$ cat config.mk
export PLATFORM = sky130hd
export DESIGN_NAME = baby_ram_arbiter
export DESIGN_NICKNAME = d
export VERILOG_FILES = /design/src/rtl/baby_mem_pkg.sv /design/src/rtl/baby_ram_port_mux.sv /design/src/rtl/baby_ram_arbiter.sv
export SDC_FILE = /design/constraint.sdc
export NUM_CORES = 1
export LEC_CHECK = 0
export CORE_ASPECT_RATIO = 0.6
export CORE_UTILIZATION = 35
export DETAILED_ROUTE_END_ITERATION = 12
export PLACE_DENSITY = 0.87
export SLEW_MARGIN = 10
export SYNTH_ARGS = -nofsm -noshare
export SYNTH_HDL_FRONTEND = slang
export SYNTH_SLANG_ARGS = --single-unit
export TNS_END_PERCENT = 30
$ cat constraint.sdc
create_clock -name clock -period 2.9 [get_ports clock]
set_input_delay 0.87 -clock clock [delete_from_list [all_inputs] [get_ports clock]]
set_output_delay 0.87 -clock clock [all_outputs]
set_load 0.02 [all_outputs]
$ cat src/rtl/baby_mem_pkg.sv
// Shared sizing and arbiter state type for the Baby store and its host port.
package baby_mem_pkg;
    localparam int ADDR_W    = 5;
    localparam int DATA_W    = 32;
    localparam int RAM_WORDS = 32;

    typedef enum logic [1:0] {
        RUN    = 2'd0,
        DRAIN  = 2'd1,
        HALT   = 2'd2,
        ACCESS = 2'd3
    } arb_state_t;
endpackage

$ cat src/rtl/baby_ram_port_mux.sv
// Combinational CPU/host steering of the RAM address, data and write strobe.
module baby_ram_port_mux #(
    parameter int ADDR_W = 5,
    parameter int DATA_W = 32
) (
    input  logic              sel_host,
    input  logic              wr_block,
    input  logic [ADDR_W-1:0] cpu_addr,
    input  logic [DATA_W-1:0] cpu_data,
    input  logic              cpu_rw_en,
    input  logic [ADDR_W-1:0] host_addr,
    input  logic [DATA_W-1:0] host_data,
    input  logic              host_rw_en,
    output logic [ADDR_W-1:0] ram_addr,
    output logic [DATA_W-1:0] ram_data,
    output logic              ram_rw_en
);
    assign ram_addr  = sel_host ? host_addr : cpu_addr;
    assign ram_data  = sel_host ? host_data : cpu_data;
    // The block wins over both sources so a frozen core can never land a write.
    assign ram_rw_en = !wr_block && (sel_host ? host_rw_en : cpu_rw_en);
endmodule

$ cat src/rtl/baby_ram_arbiter.sv
// Freezes and drains the Baby core so a host port can load or dump the store,
// then hands the RAM back to the core when the host lets go.
module baby_ram_arbiter #(
    parameter int ADDR_W       = baby_mem_pkg::ADDR_W,
    parameter int DATA_W       = baby_mem_pkg::DATA_W,
    parameter int DRAIN_CYCLES = 2
) (
    input  logic              clock,
    input  logic              reset_i,
    input  logic [ADDR_W-1:0] cpu_addr_i,
    input  logic [DATA_W-1:0] cpu_data_i,
    input  logic              cpu_rw_en_i,
    input  logic              cpu_stop_i,
    output logic [DATA_W-1:0] cpu_data_o,
    output logic              cpu_run_o,
    input  logic              host_halt_i,
    input  logic              host_req_i,
    input  logic              host_we_i,
    input  logic [ADDR_W-1:0] host_addr_i,
    input  logic [DATA_W-1:0] host_wdata_i,
    output logic              host_ack_o,
    output logic [DATA_W-1:0] host_rdata_o,
    output logic              host_halted_o,
    output logic [ADDR_W-1:0] ram_addr_o,
    output logic [DATA_W-1:0] ram_data_o,
    output logic              ram_rw_en_o,
    input  logic [DATA_W-1:0] ram_data_i
);
    import baby_mem_pkg::*;

    localparam logic [3:0] DRAIN_LOAD = 4'(DRAIN_CYCLES - 1);

    arb_state_t        state;
    logic [3:0]        drain_cnt;
    logic [ADDR_W-1:0] mux_addr;
    logic [DATA_W-1:0] mux_data;
    logic              mux_rw_en;

    always_ff @(posedge clock or negedge reset_i) begin
        if (!reset_i) begin
            state         <= HALT;
            drain_cnt     <= 4'd0;
            cpu_run_o     <= 1'b0;
            host_halted_o <= 1'b1;
            host_ack_o    <= 1'b0;
            host_rdata_o  <= '0;
        end else begin
            host_ack_o <= 1'b0;
            unique case (state)
                RUN: begin
                    if (host_halt_i || host_req_i || cpu_stop_i) begin
                        state     <= DRAIN;
                        drain_cnt <= DRAIN_LOAD;
                        cpu_run_o <= 1'b0;
                    end
                end
                DRAIN: begin
                    if (drain_cnt == 4'd0) begin
                        state         <= HALT;
                        host_halted_o <= 1'b1;
                    end else begin
                        drain_cnt <= drain_cnt - 4'd1;
                    end
                end
                HALT: begin
                    // A lit stop lamp keeps the core parked here until reset.
                    if (host_req_i) begin
                        state <= ACCESS;
                    end else if (!host_halt_i && !cpu_stop_i) begin
                        state         <= RUN;
                        cpu_run_o     <= 1'b1;
                        host_halted_o <= 1'b0;
                    end
                end
                ACCESS: begin
                    state      <= HALT;
                    host_ack_o <= 1'b1;
                    if (!host_we_i) begin
                        host_rdata_o <= ram_data_i;
                    end
                end
                default: state <= HALT;
            endcase
        end
    end

    baby_ram_port_mux #(
        .ADDR_W (ADDR_W),
        .DATA_W (DATA_W)
    ) u_port_mux (
        .sel_host   (state == HALT || state == ACCESS),
        .wr_block   (state == DRAIN),
        .cpu_addr   (cpu_addr_i),
        .cpu_data   (cpu_data_i),
        .cpu_rw_en  (cpu_rw_en_i),
        .host_addr  (host_addr_i),
        .host_data  (host_wdata_i),
        .host_rw_en (state == ACCESS && host_we_i),
        .ram_addr   (mux_addr),
        .ram_data   (mux_data),
        .ram_rw_en  (mux_rw_en)
    );

    // RAM pins are parked at zero for as long as reset is held.
    assign ram_addr_o  = reset_i ? mux_addr : '0;
    assign ram_data_o  = reset_i ? mux_data : '0;
    assign ram_rw_en_o = reset_i && mux_rw_en;
    assign cpu_data_o  = ram_data_i;
endmodule

==> flow_metrics.py, run 1 <==
metrics = {
    "floorplanning": {
        "rows": 23,
        "die_w_um": 113,
        "start_util_pct": 37.4,
        "core_um2": 6880,
        "die_area_um2": 7700,
        "io_pins": 218,
        "die_y_um": 68.4,
    },
    "worst_setup_path": {
        "worstSetupStartpointType": "primary input",
        "cpMostUsedCell": "clkdlybuf4s50_1",
        "critical_path_class": "in -> out",
        "cp.depth": 2,
        "crit_chain": "clkdlybuf4s50_1, clkdlybuf4s50_1",
        "worstSetupEndpointType": "output pin",
        "r2r_cells": 5,
        "slowest_delay_ns": 0.64,
        "crit_buf_inv": 2,
        "cp.arrival_ns": 2.01,
        "crit_fanout": 2,
        "cp_top_family": "buffers and inverters",
        "cp.required_ns": 2.03,
        "critPathSlowestCell": "clkdlybuf4s50_1",
    },
    "yosys": {
        "synthDistinctLibCells": 34,
        "synth_cells": 235,
        "synthTopCellsByArea": "dfrtp_1 38%, mux2i_1 14%, mux2_2 14%, buf_4 10%, nor2b_1 9.2%",
        "yosysTopAreaCell": "dfrtp_1",
        "ys_warn_count": 0,
        "synth_top_area_share_pct": 38.0,
        "syn_nets": 349,
        "syn_area_um2": 2570,
        "syn_avg_cell_area_um2": 10.9,
        "ys_seq_area_share_pct": 40.0,
        "ys_seq_elements": 41,
    },
    "layout": {
        "fin_nets": 534,
        "drive_above_1_share_pct": 11.9,
        "final_common_cell": "clkdlybuf4s50_1",
        "finalNonFillerCells": 508,
        "final_cell_mix": "178 x clkdlybuf4s50_1, 39 x dfrtp_1, 38 x nor2b_1, 38 x dlygate4sd2_1, 37 x mux2i_1",
        "final_area_um2": 4710,
        "syn2layout_area_growth_pct": 83.2,
        "antenna_cells": 0,
    },
    "timing": {
        "worst_pin_slew_ns": 0.724,
        "min_period_ns": 2.88,
        "relSlewSlack_pct": 51.6,
        "hold_viol_final": 0,
        "finalWorstSetupSlack_ns": 0.0213,
        "setup_viol": 0,
        "fin_skew_ns": 0.0108,
        "fmax_mhz": 347,
        "rsz0062_at_grt": "false",
        "maxSlewViolCount": 0,
        "fin_crit_sh_pct": 99.3,
        "tns_ns": 0,
    },
    "grt": {
        "grt.overflow.total": 0,
        "grt_pass1_vias": 2269,
        "grt_use_total_pct": 19.0,
        "grt_max_degree": 34,
        "grt_pass1_wl_um": 11300,
        "antenna_found_initial": 0,
    },
    "clock_network": {
        "htreeDepth": 2,
        "clockBufferDepth": 2,
        "hold_buffers": 0,
        "numCtsBuffers": 5,
        "cts_tree": "built",
        "cts_root_buf": "clkbuf_16",
        "cts.clk_slew.worst_paths_ns": 0.06,
        "cts.sinks": 41,
        "insertion_delay_ns": 0.28,
        "cts_setup_buffers": 0,
    },
    "power_and_ir_drop": {
        "p_leak_nw": 2.19,
        "pwr-share-seq_pct": 26.6,
        "peakVddDrop_v": 0.000469,
        "comb_power_share_pct": 56.3,
        "p_per_area_nw_per_um2": 800,
        "clockPowerShare_pct": 17.0,
        "internal-power_mw": 2.38,
        "switching_share_pct": 36.9,
        "p_sw_mw": 1.39,
        "p_total_mw": 3.77,
    },
    "place": {
        "port_buffers": 217,
        "finalWeightedCongestion": 0.743,
        "post_dp_cell_area_um2": 4590,
        "dp_hpwl_um": 6310,
        "dp_slack_ns": -0.176,
        "dp.cells": 500,
    },
    "detailed_routing": {
        "drc": 0,
        "drtPass1Iterations": 4,
        "wl_per_cell_um": 15.3,
        "via_per_inst": 4.70,
        "routed-via-count": 2390,
        "routed_wirelength_um": 7760,
        "drt-initial-drc-count": 58,
        "ant_nets": 0,
    },
    "hold_path": {
        "hold_class": "reg -> reg",
        "hold_depth": 1,
    },
    "outcome": {
        "status": "finished clean",
    },
    "flow_run": {
        "drv_cap": 0,
    },
}
-- per-layer routing --
layer	up-vias	part of all wire, %	GRT usage, %
li1	1152	-	-
met1	1123	41	22.3
met2	107	51	34.7
met3	8	6.7	4.87
met4	0	1.4	6.67
met5	-	0	0
-- final cells by class --
type | instances | area [um^2]
Timing Repair Buffer | 225 | 2200
Fill cell | 562 | 2170
Multi-Input combinational cell | 144 | 1190
Sequential cell | 41 | 1030
Clock buffer | 5 | 125
Tap cell | 87 | 109
Clock inverter | 3 | 43.8
Inverter | 3 | 11.3
-- registers in the layout, indices dropped and copies added, names as in the netlist --
| name | count |
|---|---|
| cpu_run_o | 1 |
| drain_cnt | 4 |
| host_ack_o | 1 |
| host_halted_o | 1 |
| host_rdata_o | 32 |
| state | 2 |
-- stage by stage --
stage / hold WS, ns / util, %
2_1_floorplan: 0.515 / -
3_3_place_gp: 0.477 / 66.7
3_5_place_dp: 0.492 / 66.7
4_1_cts: 0.506 / 68.5
5_1_grt: 0.520 / 68.5
6_report: 0.503 / 68.5
-- cells by family (layout without fill, tap and decap cells) --
logic type	Yosys count	after routing	synth area share, %
AOI/OAI and AO/OA	15	15	3.70
adders and majority gates	1	1	0.487
buffers and inverters	50	236	13.8
DFF	41	41	40.0
muxes	69	69	28.4
and+or+nand+nor	59	59	13.6
-- power by group through the flow --
stage                     clock, mW  sequential, mW  combinational (mW)
final                         0.641            1.00                2.12
after global routing          0.680            1.04                2.25
after CTS                     0.653            1.00                2.15
after detailed placement          0            1.01                2.20
after global placement            0           0.993                2.15
after floorplan                   0            1.30               0.947
-- what timing repair did --
action	CTS	global route
gates resized for setup	38	0
endpoints found under the setup margin	38	0
endpoints found under the hold margin	0	0
-- cells in the mapped netlist (all sizes together) --
| cell type | number |
|---|---|
| nor2 | 4 |
| ha | 1 |
| or4 | 1 |
| and2 | 1 |
| nor3b | 1 |
| o211ai | 1 |
| a21oi | 1 |
| o31a | 1 |
| dfrtp | 39 |
| nand2b | 1 |
| o311ai | 1 |
| clkbuf | 8 |
| nor3 | 1 |
| dfstp | 2 |
| o21ai | 8 |
| inv | 3 |
| nor4bb | 1 |
| nand3 | 3 |
| o311a | 1 |
| or4b | 1 |
| mux2 | 32 |
| mux2i | 37 |
| a211oi | 1 |
| nor4 | 1 |
| buf | 39 |
| a21boi | 1 |
| nand2 | 6 |
| nor2b | 38 |
-- final timing paths --
kind	start	endpoint	slack (ns)
setup / recovery	ram_data_i[16]	cpu_data_o[16]	0.02
hold / removal	host_rdata_o[30]	host_rdata_o[30]	0.50
setup reg to reg	drain_cnt[0]	state[0]	1.10
hold reg to reg	host_rdata_o[30]	host_rdata_o[30]	0.50
max in group asynchronous	reset_i	state[1]	1.71
min in group asynchronous	reset_i	host_rdata_o[10]	0.52
(Power assumes the default switching activity.)
==> inputs of run 2 (changes only) <==
--- a/config.mk
+++ b/config.mk
@@ -8,7 +8,7 @@
 export CORE_ASPECT_RATIO = 0.6
 export CORE_UTILIZATION = 35
 export DETAILED_ROUTE_END_ITERATION = 12
-export PLACE_DENSITY = 0.87
+export PLACE_DENSITY = 0.94
 export SLEW_MARGIN = 10
 export SYNTH_ARGS = -nofsm -noshare
 export SYNTH_HDL_FRONTEND = slang
==> flow_metrics.py, run 2 (same netlist as run 1, synthesis figures left out) <==
metrics = {
    "worst_setup_path": {
        "cp.required_ns": 2.03,
        "worstSetupStartpointType": "primary input",
        "reg2reg_slack_ns": 1.12,
        "worstSetupEndpointType": "output pin",
        "r2r_end": "state[0]",
        "cpMostUsedCell": "clkdlybuf4s50_1",
        "cp_top_family": "buffers and inverters",
        "crit_chain": "clkdlybuf4s50_1, clkdlybuf4s50_1",
        "crit_fanout": 2,
        "cp.arrival_ns": 2.00,
        "r2r_cells": 5,
        "crit_buf_inv": 2,
        "critical_path_class": "in -> out",
        "regToRegStartpoint": "drain_cnt[0]",
        "critPathSlowestCell": "clkdlybuf4s50_1",
        "slowest_delay_ns": 0.62,
    },
    "place": {
        "finalWeightedCongestion": 0.751,
        "dp_slack_ns": -0.173,
        "dp_hpwl_um": 6420,
        "dp.cells": 502,
        "port_buffers": 217,
    },
    "layout": {
        "syn2layout_area_growth_pct": 83.6,
        "largest_register": "host_rdata_o",
        "reg_top3": "host_rdata_o (32), drain_cnt (4), state (2)",
        "drive_above_1_share_pct": 12.3,
        "final_common_cell": "clkdlybuf4s50_1",
        "antenna_cells": 0,
        "largest_register_ff_count": 32,
        "final_cell_mix": "178 x clkdlybuf4s50_1, 39 x dfrtp_1, 38 x nor2b_1, 38 x dlygate4sd2_1, 37 x mux2i_1",
        "multiInputGateArea_um2": 1190,
        "seq_area_um2": 1030,
        "n_fill_cell": 539,
        "fin_nets": 536,
        "finalNonFillerCells": 510,
        "utilization_pct": 68.6,
    },
    "clock_network": {
        "clockBufferDepth": 2,
        "cts_tree": "built",
        "cts_root_buf": "clkbuf_16",
        "cts.clk_slew.worst_paths_ns": 0.06,
        "hold_buffers": 0,
        "numCtsBuffers": 5,
        "insertion_delay_ns": 0.28,
        "cts_setup_buffers": 0,
        "cts.sinks": 41,
        "htreeDepth": 2,
        "post_cts_resized": 38,
    },
    "timing": {
        "hold_viol_final": 0,
        "fin_crit_sh_pct": 98.9,
        "fin_skew_ns": 0.00481,
        "relSlewSlack_pct": 47.9,
        "worst_pin_slew_ns": 0.775,
        "rsz0062_at_grt": "false",
        "fmax_mhz": 349,
        "setup_viol": 0,
        "min_period_ns": 2.87,
        "maxSlewViolCount": 0,
        "whs_ns": 0.503,
        "finalWorstSetupSlack_ns": 0.0318,
    },
    "power_and_ir_drop": {
        "p_per_area_nw_per_um2": 783,
        "clockPowerShare_pct": 15.1,
        "switching_share_pct": 37.1,
        "pwr-share-seq_pct": 28.2,
        "comb_power_share_pct": 56.8,
        "p_sw_mw": 1.37,
        "p_leak_nw": 2.20,
        "internal-power_mw": 2.32,
        "peakVddDrop_v": 0.000322,
    },
    "floorplanning": {
        "core_um2": 6880,
        "die_y_um": 68.4,
        "die_area_um2": 7700,
        "io_pins": 218,
        "rows": 23,
        "start_util_pct": 37.4,
        "die_w_um": 113,
    },
    "grt": {
        "grt.overflow.total": 0,
        "grt_max_degree": 33,
        "grt_pass1_wl_um": 11500,
        "antenna_found_initial": 0,
        "grt_pass1_vias": 2289,
        "grt_use_total_pct": 19.5,
    },
    "detailed_routing": {
        "routed_wirelength_um": 7830,
        "routed-via-count": 2357,
        "drtPass1Iterations": 4,
        "wl_per_cell_um": 15.3,
        "via_per_inst": 4.62,
        "drc": 0,
        "drt-initial-drc-count": 88,
        "ant_nets": 0,
    },
    "hold_path": {
        "hold_class": "reg -> reg",
        "hold_depth": 1,
        "min_from": "host_rdata_o[26]",
        "hold_end": "host_rdata_o[26]",
    },
    "flow_run": {
        "drv_cap": 0,
    },
    "outcome": {
        "status": "finished clean",
    },
}
==> run 2: cell count changes in the layout (fill, tap and decap cells not counted), sizes merged <==
cell	change
buf	+2
bufinv	-1
clkbuf	+1
clkinv	+1
inv	-1
==> run 2: area by class of cell <==
cell class / count / share of cell area (%)
timing repair buffer: 227 / 47.3
multi-input combinational: 144 / 25.2
sequential: 41 / 21.8
clock buffer: 6 / 2.94
tap: 87 / 2.31
clock inverter: 2 / 0.292
inverter: 3 / 0.239
==> run 2: how the worst max path moves through the flow <==
stage | start | to | slack (ns) | cells past startpoint
detailed placement | host_we_i | ram_rw_en_o | -0.17 | 4
global route | ram_data_i[5] | cpu_data_o[5] | 0.008 | 2
floorplan | reset_i | ram_data_o[11] | 0.39 | 3
CTS | ram_data_i[27] | cpu_data_o[27] | 0.03 | 2
global placement | host_we_i | ram_rw_en_o | -0.20 | 4
finish | ram_data_i[10] | cpu_data_o[10] | 0.03 | 2
==> run 2: metal layers <==
metal | GRT usage, % | wire length [um] | vias up
met2 | 35.4 | 4030 | 94
met5 | 0 | 0 | -
met3 | 3.81 | 389 | 7
met1 | 23.8 | 3320 | 1098
li1 | - | - | 1158
met4 | 6.00 | 80 | 0
==> run 2: power groups by stage <==
| stage | Sequential, mW | Combinational (mW) | Clock, mW |
|---|---|---|---|
| 6_report | 1.04 | 2.10 | 0.556 |
| 5_1_grt | 1.08 | 2.23 | 0.601 |
| 4_1_cts | 1.04 | 2.12 | 0.571 |
| 3_5_place_dp | 1.05 | 2.17 | 0 |
| 3_3_place_gp | 1.03 | 2.13 | 0 |
| 2_1_floorplan | 1.30 | 0.947 | 0 |
==> run 2: metrics by stage <==
step | total power [mW] | cell area [um^2] | TNS [ns]
2_1_floorplan | 2.24 | 2570 | 0
3_3_place_gp | 3.15 | 4620 | -3.31
3_5_place_dp | 3.22 | 4620 | -3.85
4_1_cts | 3.73 | 4720 | 0
5_1_grt | 3.91 | 4720 | 0
6_report | 3.70 | 4720 | 0
